<file path="src/rtl/firebird7_in_gate1_tessent_tdr_w19_pkg.sv">
// Shared constants for the width-19 IJTAG test data register feeding the input-gate mux.
package firebird7_in_gate1_tessent_tdr_w19_pkg;

  localparam int   TDR_WIDTH   = 19;
  // The select bit sits just above the data field.
  localparam int   TDR_SEL_IDX = TDR_WIDTH;
  localparam logic TDR_RST_BIT = 1'b0;
  localparam logic [TDR_WIDTH:0] TDR_RST_VAL = {(TDR_WIDTH+1){TDR_RST_BIT}};

endpackage

</file>
<file path="src/rtl/firebird7_in_gate1_tessent_tdr_w19.sv">
// IJTAG TDR: shift register SR plus update register UR driving the input-gate mux select/data.
// Optional FIREBIRD7_TDR_FUNC_CAPTURE_EN makes capture sample functional_data_in instead of UR.
module firebird7_in_gate1_tessent_tdr_w19
  import firebird7_in_gate1_tessent_tdr_w19_pkg::*;
#(
  parameter int WIDTH = TDR_WIDTH
) (
  input  logic             ijtag_tck,
  input  logic             ijtag_reset,
  input  logic             ijtag_sel,
  input  logic             ijtag_ce,
  input  logic             ijtag_se,
  input  logic             ijtag_ue,
  input  logic             ijtag_si,
  output logic             ijtag_so,
  input  logic [WIDTH-1:0] functional_data_in,
  output logic [WIDTH-1:0] ijtag_data_out,
  output logic             ijtag_select
);

  localparam int SEL = WIDTH;
  localparam logic [WIDTH:0] RST_VAL = {(WIDTH+1){TDR_RST_BIT}};

  logic [WIDTH:0] sr_q, sr_d;
  logic [WIDTH:0] ur_q, ur_d;
  logic [WIDTH:0] cap_val;

`ifdef FIREBIRD7_TDR_FUNC_CAPTURE_EN
  assign cap_val = {ur_q[SEL], functional_data_in};
`else
  // Read-back of UR; the functional bus is only aliased so it is visibly unused.
  logic [WIDTH-1:0] unused_func_data;
  assign unused_func_data = functional_data_in;
  assign cap_val          = ur_q;
`endif

  always_comb begin
    sr_d = sr_q;
    ur_d = ur_q;
    if (ijtag_sel) begin
      // Capture has priority over shift; update always sees the pre-edge SR.
      if (ijtag_ce)      sr_d = cap_val;
      else if (ijtag_se) sr_d = {ijtag_si, sr_q[WIDTH:1]};
      if (ijtag_ue)      ur_d = sr_q;
    end
  end

  always_ff @(posedge ijtag_tck) begin
    if (ijtag_reset) begin
      sr_q <= RST_VAL;
      ur_q <= RST_VAL;
    end else begin
      sr_q <= sr_d;
      ur_q <= ur_d;
    end
  end

  assign ijtag_so       = sr_q[0];
  assign ijtag_select   = ur_q[SEL];
  assign ijtag_data_out = ur_q[WIDTH-1:0];

endmodule

</file>
<file path="config.mk">
export PLATFORM = sky130hd
export DESIGN_NAME = firebird7_in_gate1_tessent_tdr_w19
export DESIGN_NICKNAME = d
export VERILOG_FILES = /design/src/rtl/firebird7_in_gate1_tessent_tdr_w19_pkg.sv /design/src/rtl/firebird7_in_gate1_tessent_tdr_w19.sv
export SDC_FILE = /design/constraint.sdc
export NUM_CORES = 1
export LEC_CHECK = 0
export BUFFER_PORTS_ARGS = -buffer_cell sky130_fd_sc_hd__buf_2
export CORE_AREA = 4 4 54 105
export CTS_CLUSTER_DIAMETER = 40
export DETAILED_ROUTE_END_ITERATION = 10
export DIE_AREA = 0 0 58 109
export PLACE_DENSITY = 0.64
export SLEW_MARGIN = 20
export SYNTH_ARGS = -nofsm -noshare
export SYNTH_HDL_FRONTEND = slang
export SYNTH_SLANG_ARGS = --single-unit
</file>
<file path="constraint.sdc">
create_clock -name ijtag_tck -period 1 [get_ports ijtag_tck]
set_input_delay 0.2 -clock ijtag_tck [delete_from_list [all_inputs] [get_ports ijtag_tck]]
set_output_delay 0.2 -clock ijtag_tck [all_outputs]
set_load 0.02 [all_outputs]
</file>
==> results of run 1 <==
[how the worst max path moves through the flow]
stage	from	endpoint	slack (ns)	cells past startpoint
global route	cap_val[17]$_SDFFE_PP0P_	ijtag_data_out[17]	0.0006	1
CTS	cap_val[9]$_SDFFE_PP0P_	ijtag_data_out[9]	0.0005	1
detailed placement	ijtag_ce	sr_q[10]$_SDFFE_PP0P_	-0.07	5
finish	cap_val[14]$_SDFFE_PP0P_	ijtag_data_out[14]	0.03	1
global placement	ijtag_ce	sr_q[17]$_SDFFE_PP0P_	-0.05	5
floorplan	ijtag_ce	sr_q[0]$_SDFFE_PP0P_	0.15	4
[per-layer routing]
metal	GRT usage (%)	vias to the layer above
li1	-	657
met1	12.2	625
met2	22.4	22
met3	1.78	5
met4	6.30	0
met5	0	-
[layout make-up]
type | count | area, um2
Sequential cell | 40 | 827
Timing Repair Buffer | 35 | 320
Multi-Input combinational cell | 123 | 793
Clock buffer | 8 | 90.1
Tap cell | 57 | 71.3
Fill cell | 502 | 2760
[cell usage after synthesis]
| library cell | n |
|---|---|
| nand2_1 | 41 |
| o21a_1 | 1 |
| a211oi_2 | 20 |
| a21oi_1 | 20 |
| buf_1 | 1 |
| buf_2 | 4 |
| nor2_1 | 20 |
| buf_4 | 4 |
| clkbuf_1 | 5 |
| mux2i_1 | 20 |
| and2_1 | 1 |
| dfxtp_1 | 40 |
[cell families (layout without fill, tap and decap cells)]
logic type      Yosys count  count (layout)  synth area share [%]
buf+inv                  14              43                  4.35
compound gates           41              41                  21.5
mux                      20              20                  12.0
simple gates             62              62                  14.1
flops                    40              40                  48.0
[where the power goes]
part,internal [W],leakage (nW),total (W),switching (W)
sequential,0.00167,0.337,0.00173,0.0000577
clock,0.000562,0.0455,0.00107,0.000504
combinational,0.000186,0.431,0.000424,0.000238
total,0.00242,0.813,0.00322,0.000800
[worst register-to-register path: stages (launching register included)]
cell and delay (ns):
dfxtp_2 0.32, buf_4 0.13, mux2i_1 0.15, a211oi_2 0.09
[flip-flops by register name (all words and copies together), names as in the netlist]
signal / count
sr_q: 20
cap_val: 20
[stage by stage]
stage / total power, W / instance area [um2] / hold WS (ns) / setup WS, ns
final: 0.00322 / 2100 / 0.295 / 0.0285
after global routing: 0.00339 / 2100 / 0.326 / 0.000560
after CTS: 0.00328 / 2070 / 0.296 / 0.000506
after detailed placement: 0.00218 / 1900 / 0.464 / -0.0674
after global placement: 0.00217 / 1900 / 0.454 / -0.0456
after floorplan: 0.00205 / 1670 / 0.445 / 0.150
[repair_timing]
item,CTS,global route
hold buffers,0,0
setup buffers,0,1
pin swaps,0,0
resized for setup,39,9
endpoints found under the setup margin,21,9
==> flow_summary.ini, run 1 <==
[yosys]
synth-warning-count = 0
synth_fp_nets = 203
yosysUniqueCellTypes = 12
yosysSeqAreaShare_pct = 48.0
syn_area_um2 = 1670
ys_seq_elements = 40
synth_top_area_share_pct = 48.0
avgSynthCellArea_um2 = 9.42
synthCells = 177
yosys.area.top_type = dfxtp_1
ys_top_cells_by_area = dfxtp_1, a211oi_2, mux2i_1

[placement]
dp_hpwl_um = 2300
gp_congestion = 0.695
placed_cells = 254
io_buffer_count = 27

[floorplanning]
fp.dieH_um = 109
num_rows = 36
io_pins = 47
die_x_um = 58
core_um2 = 4860
initial_core_util_pct = 34.3
dieArea_um2 = 6320

[finish]
fin_cells = 263
final_util_pct = 43.2
layout.nets = 231
area_growth_pct = 26.1
final_common_cell = nand2_1
final_cell_mix = nand2_1, dfxtp_2
drive_gt1_share_pct = 39.8
diodes = 0

[grt]
grt_pass1_wl_um = 5880
grt_max_degree = 41
grt_antenna_before_repair = 0
grt_overflow = 0
grt_util_all_layers_pct = 11.9
grt_pass1_vias = 1329

[sta]
hold_violations = 0
tightest_slew_ns = 0.202
min_period_ns = 0.971
drv_slew = 0
setup-violations-final = 0
fmax_mhz = 1030
relSlewSlack_pct = 86.1
min_period_over_period_pct = 97.1
fin_setup_tns_ns = 0
skew_ns = 0.00247
rsz0062_at_grt = false

[pwr]
power_leakage_nw = 0.813
vdd_ir_drop_max_mv = 0.764
power_density_nw_per_um2 = 1530

[drt]
vias = 1309
highest_layer = met4
wl_um = 3420
post-route-drc-count = 0
ant_nets = 0
routedLengthMet1_um = 1370
wl_met3_um = 110
drt-initial-drc-count = 32
via_per_inst = 4.98
wire_per_inst_um = 13.0
firstDrtPassIters = 4
dr_wl_met2_um = 1860

[setup_path]
critPathKind = flip-flop to output port
crit_fanout = 3
start_kind = flip-flop
slowest_stage = dfxtp_2
slowest_delay_ns = 0.37
rr_endpoint = sr_q[3]$_SDFFE_PP0P_
cp_cell_sequence = buf_6
arrival_ns = 0.77
crit_buf_inv = 1
cpLargestDelayFamily = flip-flops
critPathRequiredTime_ns = 0.80
rr_worst_depth = 3
reg2reg_slack_ns = 0.19
r2r_start = cap_val[3]$_SDFFE_PP0P_
crit_path_end_kind = output port

[cts]
clk_pin_slew_worst_paths_ns = 0.07
cts_inserted_buffers = 5
cts.sinks = 40
htreeDepth = 2
clockBufferDepth = 2
clock-root-buffer = clkbuf_8
clk_latency_ns = 0.28
cts_tree = built

[hold_path]
min_path_type = input pin to flip-flop
hold_path_depth = 3
holdPathEnd = sr_q[19]$_SDFFE_PP0P_
min_from = ijtag_si

[run_status]
outcome = finished clean

[flow_run]
max_cap_viol_count = 0
Power figures use the tool's default switching activity.
==> inputs of run 2 (changes only) <==
Settings changed: CORE_AREA 4 4 54 105 to 4 4 68 83, DIE_AREA 0 0 58 109 to 0 0 72 87.
==> run 2 against run 1 <==
Net effect: combinational power is 6.1% higher; cell area rose by 4.4%; critical path depth unchanged.
==> flow_summary.ini, run 2 (synthesized netlist as in run 1, its figures left out) <==
[setup_path]
rr_endpoint = sr_q[9]$_SDFFE_PP0P_
slowest_delay_ns = 0.33
slowest_stage = dfxtp_2
arrival_ns = 0.77
r2r_start = cap_val[9]$_SDFFE_PP0P_
crit_fanout = 3
cp_cell_sequence = buf_4
critPathKind = flip-flop to output port
crit_path_end_kind = output port
cp-endpoint = ijtag_so
cp_num_cells = 1
crit_start = sr_q[0]$_SDFFE_PP0P_
crit_buf_inv = 1
reg2reg_slack_ns = 0.18
cpLargestDelayFamily = flip-flops
start_kind = flip-flop
rr_worst_depth = 3
critPathRequiredTime_ns = 0.80

[floorplanning]
die_x_um = 72
num_rows = 28
io_pins = 47
initial_core_util_pct = 34.5
fp.dieH_um = 87
dieArea_um2 = 6260
core_um2 = 4830

[drt]
via_per_inst = 4.76
wl_um = 3440
post-route-drc-count = 0
vias = 1322
highest_layer = met4
dr_wl_met2_um = 1670
routedLengthMet1_um = 1550
wl_met3_um = 150
wire_per_inst_um = 12.4
drt-initial-drc-count = 74
ant_nets = 0
firstDrtPassIters = 4

[cts]
clock-root-buffer = clkbuf_8
clockBufferDepth = 2
clk_latency_ns = 0.29
cts.sinks = 40
cts_inserted_buffers = 5
clk_pin_slew_worst_paths_ns = 0.07
htreeDepth = 2
cts_tree = built

[sta]
rsz0062_at_grt = true
min_period_ns = 0.968
min_period_over_period_pct = 96.8
drv_slew = 0
fmax_mhz = 1030
hold_violations = 0
tightest_slew_ns = 0.229
relSlewSlack_pct = 84.7
skew_ns = 0.00576
setup-violations-final = 0
fin_setup_tns_ns = 0

[placement]
dp_hpwl_um = 2200
io_buffer_count = 27
gp_congestion = 0.671

[hold_path]
min_path_type = input pin to flip-flop

[finish]
layout.nets = 244
final_cell_mix = nand2_1, buf_4, dfxtp_2
final_common_cell = nand2_1
final_util_pct = 45.4
diodes = 0
area_growth_pct = 31.7
drive_gt1_share_pct = 43.6

[pwr]
power_density_nw_per_um2 = 1450
power_w = 0.00317
vdd_ir_drop_max_mv = 0.447
power_leakage_nw = 0.879

[grt]
grt_pass1_vias = 1247
grt_antenna_before_repair = 0
grt_max_degree = 41
grt_util_all_layers_pct = 11.3
grt_pass1_wl_um = 5640
grt_overflow = 0

[flow_run]
max_cap_viol_count = 0

[run_status]
outcome = finished clean
-- run 2: cell count changes in the layout (fill, tap and decap cells not counted) --
| cell | previous run | this run |
|---|---|---|
| clkbuf_1 | 2 | 1 |
| clkbuf_8 | 6 | 5 |
| buf_6 | 6 | 7 |
| buf_4 | 19 | 31 |
| clkinv_2 | 0 | 1 |
-- run 2: layer usage --
layer  vias up  global-route usage, %
met2        24                   18.6
li1        682                      -
met4         0                   5.64
met3         6                   3.00
met1       610                   13.4
met5         -                      0
-- run 2: area by class of cell --
class | instances | area [um2]
multi-input cells | 123 | 793
fillers | 489 | 2640
well taps | 60 | 75.1
clock inverters | 1 | 5.00
clock buffers | 6 | 72.6
flip-flops and latches | 40 | 827
repair buffers | 48 | 422
-- run 2: how the worst min path moves through the flow --
stage                                      from                        to  slack (ns)  cells past startpoint
after CTS                              ijtag_si     sr_q[19]$_SDFFE_PP0P_        0.29                      3
after global routing                   ijtag_si     sr_q[19]$_SDFFE_PP0P_        0.31                      3
after floorplan           sr_q[10]$_SDFFE_PP0P_  cap_val[10]$_SDFFE_PP0P_        0.44                      2
final                                  ijtag_si     sr_q[19]$_SDFFE_PP0P_        0.29                      3
after detailed placement  sr_q[18]$_SDFFE_PP0P_  cap_val[18]$_SDFFE_PP0P_        0.46                      2
after global placement     sr_q[0]$_SDFFE_PP0P_   cap_val[0]$_SDFFE_PP0P_        0.46                      2
-- run 2: repair_timing --
action / CTS / global route
hold buffers: 0 / 0
gates resized for setup: 41 / 8
buffers inserted: 0 / 12
pin swaps: 0 / 0
endpoints found under the setup margin: 21 / 17
-- run 2: per-stage QoR --
stage | cell area (um2) | instances | worst slack [ns] | hold WS, ns
final | 2190 | 278 | 0.0322 | 0.295
after global routing | 2190 | 278 | -0.00589 | 0.314
after CTS | 2080 | 266 | 0.0000371 | 0.293
after detailed placement | 1920 | 259 | -0.0894 | 0.460
after global placement | 1920 | 259 | -0.0713 | 0.456
after floorplan | 1670 | 177 | 0.150 | 0.445
-- run 2: report_power, final --
part | switching (W) | leakage, nW | internal (W) | total [W]
Sequential | 0.0000559 | 0.337 | 0.00167 | 0.00173
Combinational | 0.000245 | 0.501 | 0.000204 | 0.000450
Clock | 0.000520 | 0.0410 | 0.000474 | 0.000994
